==> config.mk <==
export PLATFORM = sky130hd
export DESIGN_NAME = sc_mac_ctrl
export DESIGN_NICKNAME = d
export VERILOG_FILES = /design/src/rtl/sc_mac_ctrl.sv
export SDC_FILE = /design/constraint.sdc
export NUM_CORES = 1
export LEC_CHECK = 0
export ABC_AREA = 1
export ABC_CLOCK_PERIOD_IN_PS = 3550
export CORE_MARGIN = 1
export CORE_UTILIZATION = 40
export CTS_BUF_LIST = sky130_fd_sc_hd__clkbuf_4 sky130_fd_sc_hd__clkbuf_8
export DETAILED_ROUTE_END_ITERATION = 10
export GPL_TIMING_DRIVEN = 0
export PLACE_DENSITY = 0.59
export SLEW_MARGIN = 0
export SYNTH_ARGS = -nofsm -noshare
export SYNTH_HDL_FRONTEND = slang
export SYNTH_SLANG_ARGS = --single-unit
==> constraint.sdc <==
create_clock -name clk -period 3.55 [get_ports clk]
set_input_delay 0.355 -clock clk [delete_from_list [all_inputs] [get_ports clk]]
set_output_delay 0.355 -clock clk [all_outputs]
set_load 0.1 [all_outputs]
==> src/rtl/sc_mac_ctrl.sv <==
// Deterministic stochastic-computing MAC sequencer: clock-division unary streams
// from one 2W-bit counter, AND-ed and counted into a saturating accumulator.
module sc_mac_ctrl #(
  parameter  int W       = 7,
  parameter  int ACC_EXT = 4,
  localparam int ACC_W   = 2 * W + ACC_EXT,
  localparam int CW      = 2 * W
) (
  input  logic             clk,
  input  logic             rst,
  input  logic             in_valid,
  output logic             in_ready,
  input  logic [W-1:0]     a,
  input  logic [W-1:0]     b,
  input  logic             in_last,
  output logic             out_valid,
  input  logic             out_ready,
  output logic [ACC_W-1:0] result,
  output logic             ovf,
  output logic             busy,
  output logic             bit_a,
  output logic             bit_b
);

  typedef enum logic [1:0] {
    IDLE = 2'd0,
    RUN  = 2'd1,
    DONE = 2'd2
  } state_t;

  state_t           state_q, state_d;
  logic [CW-1:0]    cnt_q, cnt_d;
  logic [W-1:0]     a_q, a_d;
  logic [W-1:0]     b_q, b_d;
  logic             last_q, last_d;
  logic [ACC_W-1:0] acc_q, acc_d;
  logic             ovf_q, ovf_d;
  logic             bit_a_q, bit_a_d;
  logic             bit_b_q, bit_b_d;
  logic             in_ready_q, in_ready_d;
  logic             busy_q, busy_d;
  logic             out_valid_q, out_valid_d;

  always_comb begin
    state_d = state_q;
    cnt_d   = cnt_q;
    a_d     = a_q;
    b_d     = b_q;
    last_d  = last_q;
    acc_d   = acc_q;
    ovf_d   = ovf_q;
    case (state_q)
      IDLE: begin
        if (in_valid) begin
          a_d     = a;
          b_d     = b;
          last_d  = in_last;
          cnt_d   = {CW{1'b0}};
          state_d = RUN;
        end else begin
          state_d = IDLE;
        end
      end
      RUN: begin
        // Increment uses the bits registered alongside the current cnt value.
        if (bit_a_q && bit_b_q) begin
          if (&acc_q) begin
            ovf_d = 1'b1;
          end else begin
            acc_d = acc_q + {{(ACC_W-1){1'b0}}, 1'b1};
          end
        end else begin
          acc_d = acc_q;
        end
        cnt_d = cnt_q + {{(CW-1){1'b0}}, 1'b1};
        if (&cnt_q) begin
          state_d = last_q ? DONE : IDLE;
        end else begin
          state_d = RUN;
        end
      end
      DONE: begin
        if (out_ready) begin
          acc_d   = {ACC_W{1'b0}};
          ovf_d   = 1'b0;
          state_d = IDLE;
        end else begin
          state_d = DONE;
        end
      end
      default: begin
        state_d = IDLE;
      end
    endcase

    // Low half of cnt drives stream A, high half stream B (clock-division ordering).
    bit_a_d     = (state_d == RUN) && (a_d > cnt_d[W-1:0]);
    bit_b_d     = (state_d == RUN) && (b_d > cnt_d[CW-1:W]);
    in_ready_d  = (state_d == IDLE);
    busy_d      = (state_d == RUN);
    out_valid_d = (state_d == DONE);
  end

  always_ff @(posedge clk) begin
    if (rst) begin
      state_q     <= IDLE;
      cnt_q       <= {CW{1'b0}};
      a_q         <= {W{1'b0}};
      b_q         <= {W{1'b0}};
      last_q      <= 1'b0;
      acc_q       <= {ACC_W{1'b0}};
      ovf_q       <= 1'b0;
      bit_a_q     <= 1'b0;
      bit_b_q     <= 1'b0;
      in_ready_q  <= 1'b1;
      busy_q      <= 1'b0;
      out_valid_q <= 1'b0;
    end else begin
      state_q     <= state_d;
      cnt_q       <= cnt_d;
      a_q         <= a_d;
      b_q         <= b_d;
      last_q      <= last_d;
      acc_q       <= acc_d;
      ovf_q       <= ovf_d;
      bit_a_q     <= bit_a_d;
      bit_b_q     <= bit_b_d;
      in_ready_q  <= in_ready_d;
      busy_q      <= busy_d;
      out_valid_q <= out_valid_d;
    end
  end

  assign in_ready  = in_ready_q;
  assign out_valid = out_valid_q;
  assign result    = acc_q;
  assign ovf       = ovf_q;
  assign busy      = busy_q;
  assign bit_a     = bit_a_q;
  assign bit_b     = bit_b_q;

endmodule

======== Word-level counts from Yosys, hierarchy flattened ========
Index checks and enable logic that the tools add are counted.
cells by class
  equal/unequal tests ..................... 8
  order comparisons ....................... 2
  multiplexer cells ....................... 19
  $add $sub $neg .......................... 2
  reductions and logical operators ........ 11
operator list
  operator               number
  $mux 18                3
  $pmux 18 s2            1
  $mux 7                 4
  $pmux 14 s2            1
  $add 18x1->18 const B  1
  $reduce_and 18->1      1
  $add 14x1->14 const B  1
  $gt 7x7->1             2
  $mux 14                1
  $reduce_and 14->1      1
  $ne 2x2->1 const B     4
  $reduce_and 4->1       2
  $mux 2                 3
  $pmux 2 s3             1
  $eq 2x1->1 const B     2
  $eq 2x2->1 const B     2
  $logic_not 2->1        2
  $mux 1                 4
  $logic_and 1x1->1      3
  $pmux 1 s2             1
  $reduce_and 2->1       1
  $reduce_bool 2->1      1
storage, ports and cells
  output and inout port bits .............. 24
  register bits ........................... 55

======== Depth between registers and ports, before layout ========
  word-level depth ........................ 5
  gate-level depth with buffers ........... 15

======== Least setup slack after synthesis ========
Ideal clock, no wire load.
  kind .................................... register to register
  from .................................... register acc_q[1] (netlist: result[1])
  to ...................................... register acc_q[3] (netlist: result[3])
  path slack .............................. 1.169 ns
  cell stages (with the launch flop) ...... 11
  arrival time ............................ 2.312 ns
  period minus slack after synthesis ...... 2.381 ns
  data required time ...................... 3.481 ns
  buffers on the path ..................... 1
  cells stage by stage .................... dfxtp_1 ha_1 nand3_4 nor2_2 nand3_2 nand2_2 nand2_4 nand2_4 buf_12 nand2_2 a21oi_2
on the way
  cells in the longest elaborated chain, start to end .. 4
ends and longest elaborated chain
  what                    line  source
  from (decl)             36    logic [ACC_W-1:0] acc_q, acc_d;
  from (signal assigned)  111   acc_q <= {ACC_W{1'b0}};
  $add 18x1->18           70    acc_d = acc_q + {{(ACC_W-1){1'b0}}, 1'b1};
  $mux 18                 67    if (&acc_q) begin
  $mux 18                 66    if (bit_a_q && bit_b_q) begin
  $pmux 18 s2             52    case (state_q)
Several ways; a longest one is shown, not always the timed one. The select of a mux whose other input is x is not followed.
A chain may end at the register's enable or synchronous reset.

======== Worst setup path after layout ========
  from .................................... input port in_valid
  to ...................................... register bit_b_q (netlist: bit_b)
on the way
  cells in the longest elaborated chain, start to end .. 4
ends and longest elaborated chain
  what                  line  source
  from (decl)           11    input logic in_valid,
  $mux 7                54    if (in_valid) begin
  $mux 7                52
  named net b_d[2]      34    logic [W-1:0] b_q, b_d;
  $gt 7x7->1            98    bit_b_d = (state_d == RUN) && (b_d > cnt_d[CW-1:W]);
  $logic_and 1x1->1     98
  to (signal assigned)  127   bit_b_q <= bit_b_d;
  to (decl)             39    logic bit_b_q, bit_b_d;
The timed path passes the listed nets, and every way through them passes these cells.

==> results by group <==
GRT
  – Pin count of the biggest net entering global routing: 17
  – GRT Util Overall: 0.198
  – Aggregate global routing overflow: 0
  – First-pass GRT wire length: 13.6 mm
  – Vias in the first global route: 2964
  – Antenna violations before repair: 0

Worst setup path
  – CP Class: in -> reg
  – Critical path arrival: 2.92 ns
  – Reg2Reg Setup Slack: 0.94 ns
  – Worst R2R Path Depth: 12
  – Crit Path Max Fanout: 10
  – Worst r2r src: state_q[1]
  – CP peak stage delay: 0.45 ns
  – Critical Path Sink Type: flop
  – CP Cell Sequence: clkdlybuf4s50_1, inv_1, nor3_4, inv_2, clkbuf_1, o21ai_0, inv_1, ha_1, nand2_1, o21ai_0, nand3_1, o211ai_1, o21ai_0, nor2_1
  – Critical path's most frequent cell: o21ai_0
  – CP max-delay cell: clkdlybuf4s50_1
  – Startpoint types: input pin
  – Critical Path RT: 3.80 ns
  – Critical R2R Capture: bit_b

Floorplanning
  – Die area: 8560 µm²
  – Row count: 32
  – Initial Util: 0.420
  – Core area: 7810 µm²
  – Die height: 92.5 µm
  – Io pins: 43
  – Die outline width: 92.5 µm

Route
  – Drt pass-1 iters: 5
  – Total wire length: 7.81 mm
  – Final ANT Viol Nets: 0
  – Remaining DRCs: 0
  – Number of vias per cell: 4.92
  – Detailed Route Iter0 Violations: 110
  – WL per Instance: 12.6 µm
  – Via count: 3060

STA
  – Setup TNS: 0 ns
  – Final Cycle Share: 0.753
  – Setup-failing EPs final: 0
  – Worst Clk Skew: 0.0125 ns
  – Smallest hold slack: 0.502 ns
  – Minimum clock period: 2.67 ns
  – Final Hold Fails: 0
  – Peak Freq: 374 MHz
  – Worst-margin pin slew: 0.978 ns
  – RSZ-0062 raised after global routing: false
  – Setup ws final: 0.877 ns
  – Fin. max-slew vios: 0
  – Max-slew headroom: 0.346

Layout
  – Multi-input logic area: 1860 µm²
  – Ant. Diodes: 0
  – Fillers: 785
  – Fin nets: 554
  – Final Util: 0.501
  – Area growth syn-to-layout: 19.4%
  – Register area: 1100 µm²
  – Share of layout cells above drive strength 1: 0.140

CTS
  – Inserted Clock Buffers: 5
  – Clock root buffer master: clkbuf_8
  – Max Buffers Root-to-Sink: 2
  – Sink Count: 55
  – # H-tree levels: 2
  – Reg clk slew, reported paths: 0.10 ns
  – CTS resizes: 0
  – Post-CTS Repair Setup Buffers: 0
  – CTS tree: built
  – Clock latency on the worst-skew pair: 0.31 ns
  – Hold Buf Count CTS: 0

Yosys
  – Mapped Cells: 470
  – Synthesis warning total: 0
  – Flops & latches, synth: 55
  – Post-synth EDFFs: 0
  – Synth async-reset ratio: 0
  – Syn Area/Cell: 6.97 µm²
  – Synthesized area: 3280 µm²
  – Post-synthesis cell type count: 37
  – Synth Flop Type: dfxtp_1
  – Syn_nets: 505
  – Sequential area share after synthesis: 0.336

Pwr
  – Switch share: 0.328
  – Total power: 1.34 mW
  – Pint: 0.901 mW
  – Register share of total power: 0.493
  – Clock Power Share: 0.264
  – Max IR drop VDD: 0.140 mV
  – Leakage power: 1.64 nW
  – Logic pwr share: 0.243
  – P per Cell Area: 343 nW/µm²
  – Net switching power: 0.440 mW

Outcome
  – Status: finished clean

Place
  – Port bufs: 42
  – DP HPWL: 6.00 mm
  – Worst slack at placement: 0.421 ns
  – Gpl congestion: 0.860

Hold path
  – Hold Crit Endpoint: ovf
  – Hold Crit Class: reg -> reg
  – Hold depth: 2
  – Min-delay src: ovf

Run
  – Max-capacitance violation count: 0
[final cells by class]
cell class              count  share of cell area
plain buffers              15              0.0256
clock buffers               6              0.0195
clock inverters             2             0.00320
inverters                  56              0.0537
multi-input cells         344               0.476
flip-flops and latches     55               0.281
well taps                 102              0.0326
repair buffers             42               0.107
[cells in the mapped netlist (9+ instances only)]
master,number,area [µm²]
a21oi_2,9,78.8
a21oi_1,14,70.1
ha_1,16,200
nand4_1,11,68.8
nand2_2,13,81.3
nand2_1,78,293
o21ai_0,23,115
dfxtp_1,55,1100
inv_1,50,188
or2_2,12,75.1
nand3_1,42,210
nor2_1,82,308
[power groups by stage]
stage / logic [mW] / clock network (mW) / registers (mW)
floorplan: 0.156 / 0 / 0.758
global placement: 0.323 / 0 / 0.675
detailed placement: 0.328 / 0 / 0.676
CTS: 0.329 / 0.372 / 0.662
global route: 0.360 / 0.395 / 0.665
finish: 0.326 / 0.354 / 0.662
[layout by cell type, fill, tap and decap left out, types with 3 or more instances in the layout]
master           Yosys  final
o21ai_1              5      5
clkdlybuf4s50_1      0     42
a21oi_1             14     14
nand2_2             13     13
ha_1                16     16
clkbuf_1             6      6
a21oi_2              9      9
xor2_1               3      3
o21ai_0             23     23
inv_2                6      6
buf_2                4      4
nor2_1              82     82
nand2_1             78     78
o211ai_1             4      4
o21bai_1             3      3
nand3_1             42     42
nand2_4              3      3
nor3_1               4      4
clkbuf_8             0      5
or2_2               12     12
nor2_2               5      5
dfxtp_1             55     55
inv_1               50     50
nand4_1             11     11
[per-layer routing]
layer	GRT usage	part of all wire	vias to the layer above
met5	0	0	-
met4	0.0469	0.0082	0
met2	0.357	0.49	40
met3	0.0296	0.025	6
met1	0.246	0.47	1402
li1	-	-	1612
[cell families (layout without fill, tap and decap cells)]
kind of cell / Yosys count / after routing / synth area share
xor+xnor: 5 / 5 / 0.0134
fa+ha+maj: 16 / 16 / 0.0611
mux: 2 / 2 / 0.00611
compound gates: 61 / 61 / 0.114
flops: 55 / 55 / 0.336
buf+inv: 71 / 121 / 0.0947
simple gates: 260 / 260 / 0.375
[metrics by stage]
step | cell area (µm²) | instances
5_1_grt | 3910 | 622
3_5_place_dp | 3820 | 614
6_report | 3910 | 622
2_1_floorplan | 3280 | 470
4_1_cts | 3910 | 622
3_3_place_gp | 3820 | 614
[worst max path at each step]
stage | from | endpoint | slack (ns) | cells after the start
after global placement | in_valid | bit_b | 0.52 | 14
after CTS | in_valid | bit_b | 0.80 | 14
after detailed placement | in_valid | bit_b | 0.42 | 14
after global routing | in_valid | bit_b | 0.54 | 14
after floorplan | result[1] | result[3] | 1.17 | 10
final | in_valid | bit_b | 0.88 | 14
[sequential cells by signal, summed over array words and instances, names as in the netlist]
register   cells
bit_a          1
bit_b          1
a_q            7
out_valid      1
b_q            7
cnt_q         14
busy           1
in_ready       1
state_q        2
ovf            1
last_q         1
result        18
[worst max-delay path: cells and delay by family]
family | cells | cell delay, ns
fa+ha+maj | 1 | 0.31
simple gates | 4 | 0.63
buf+inv | 5 | 0.93
compound gates | 4 | 0.69
(Power assumes the default switching activity.)
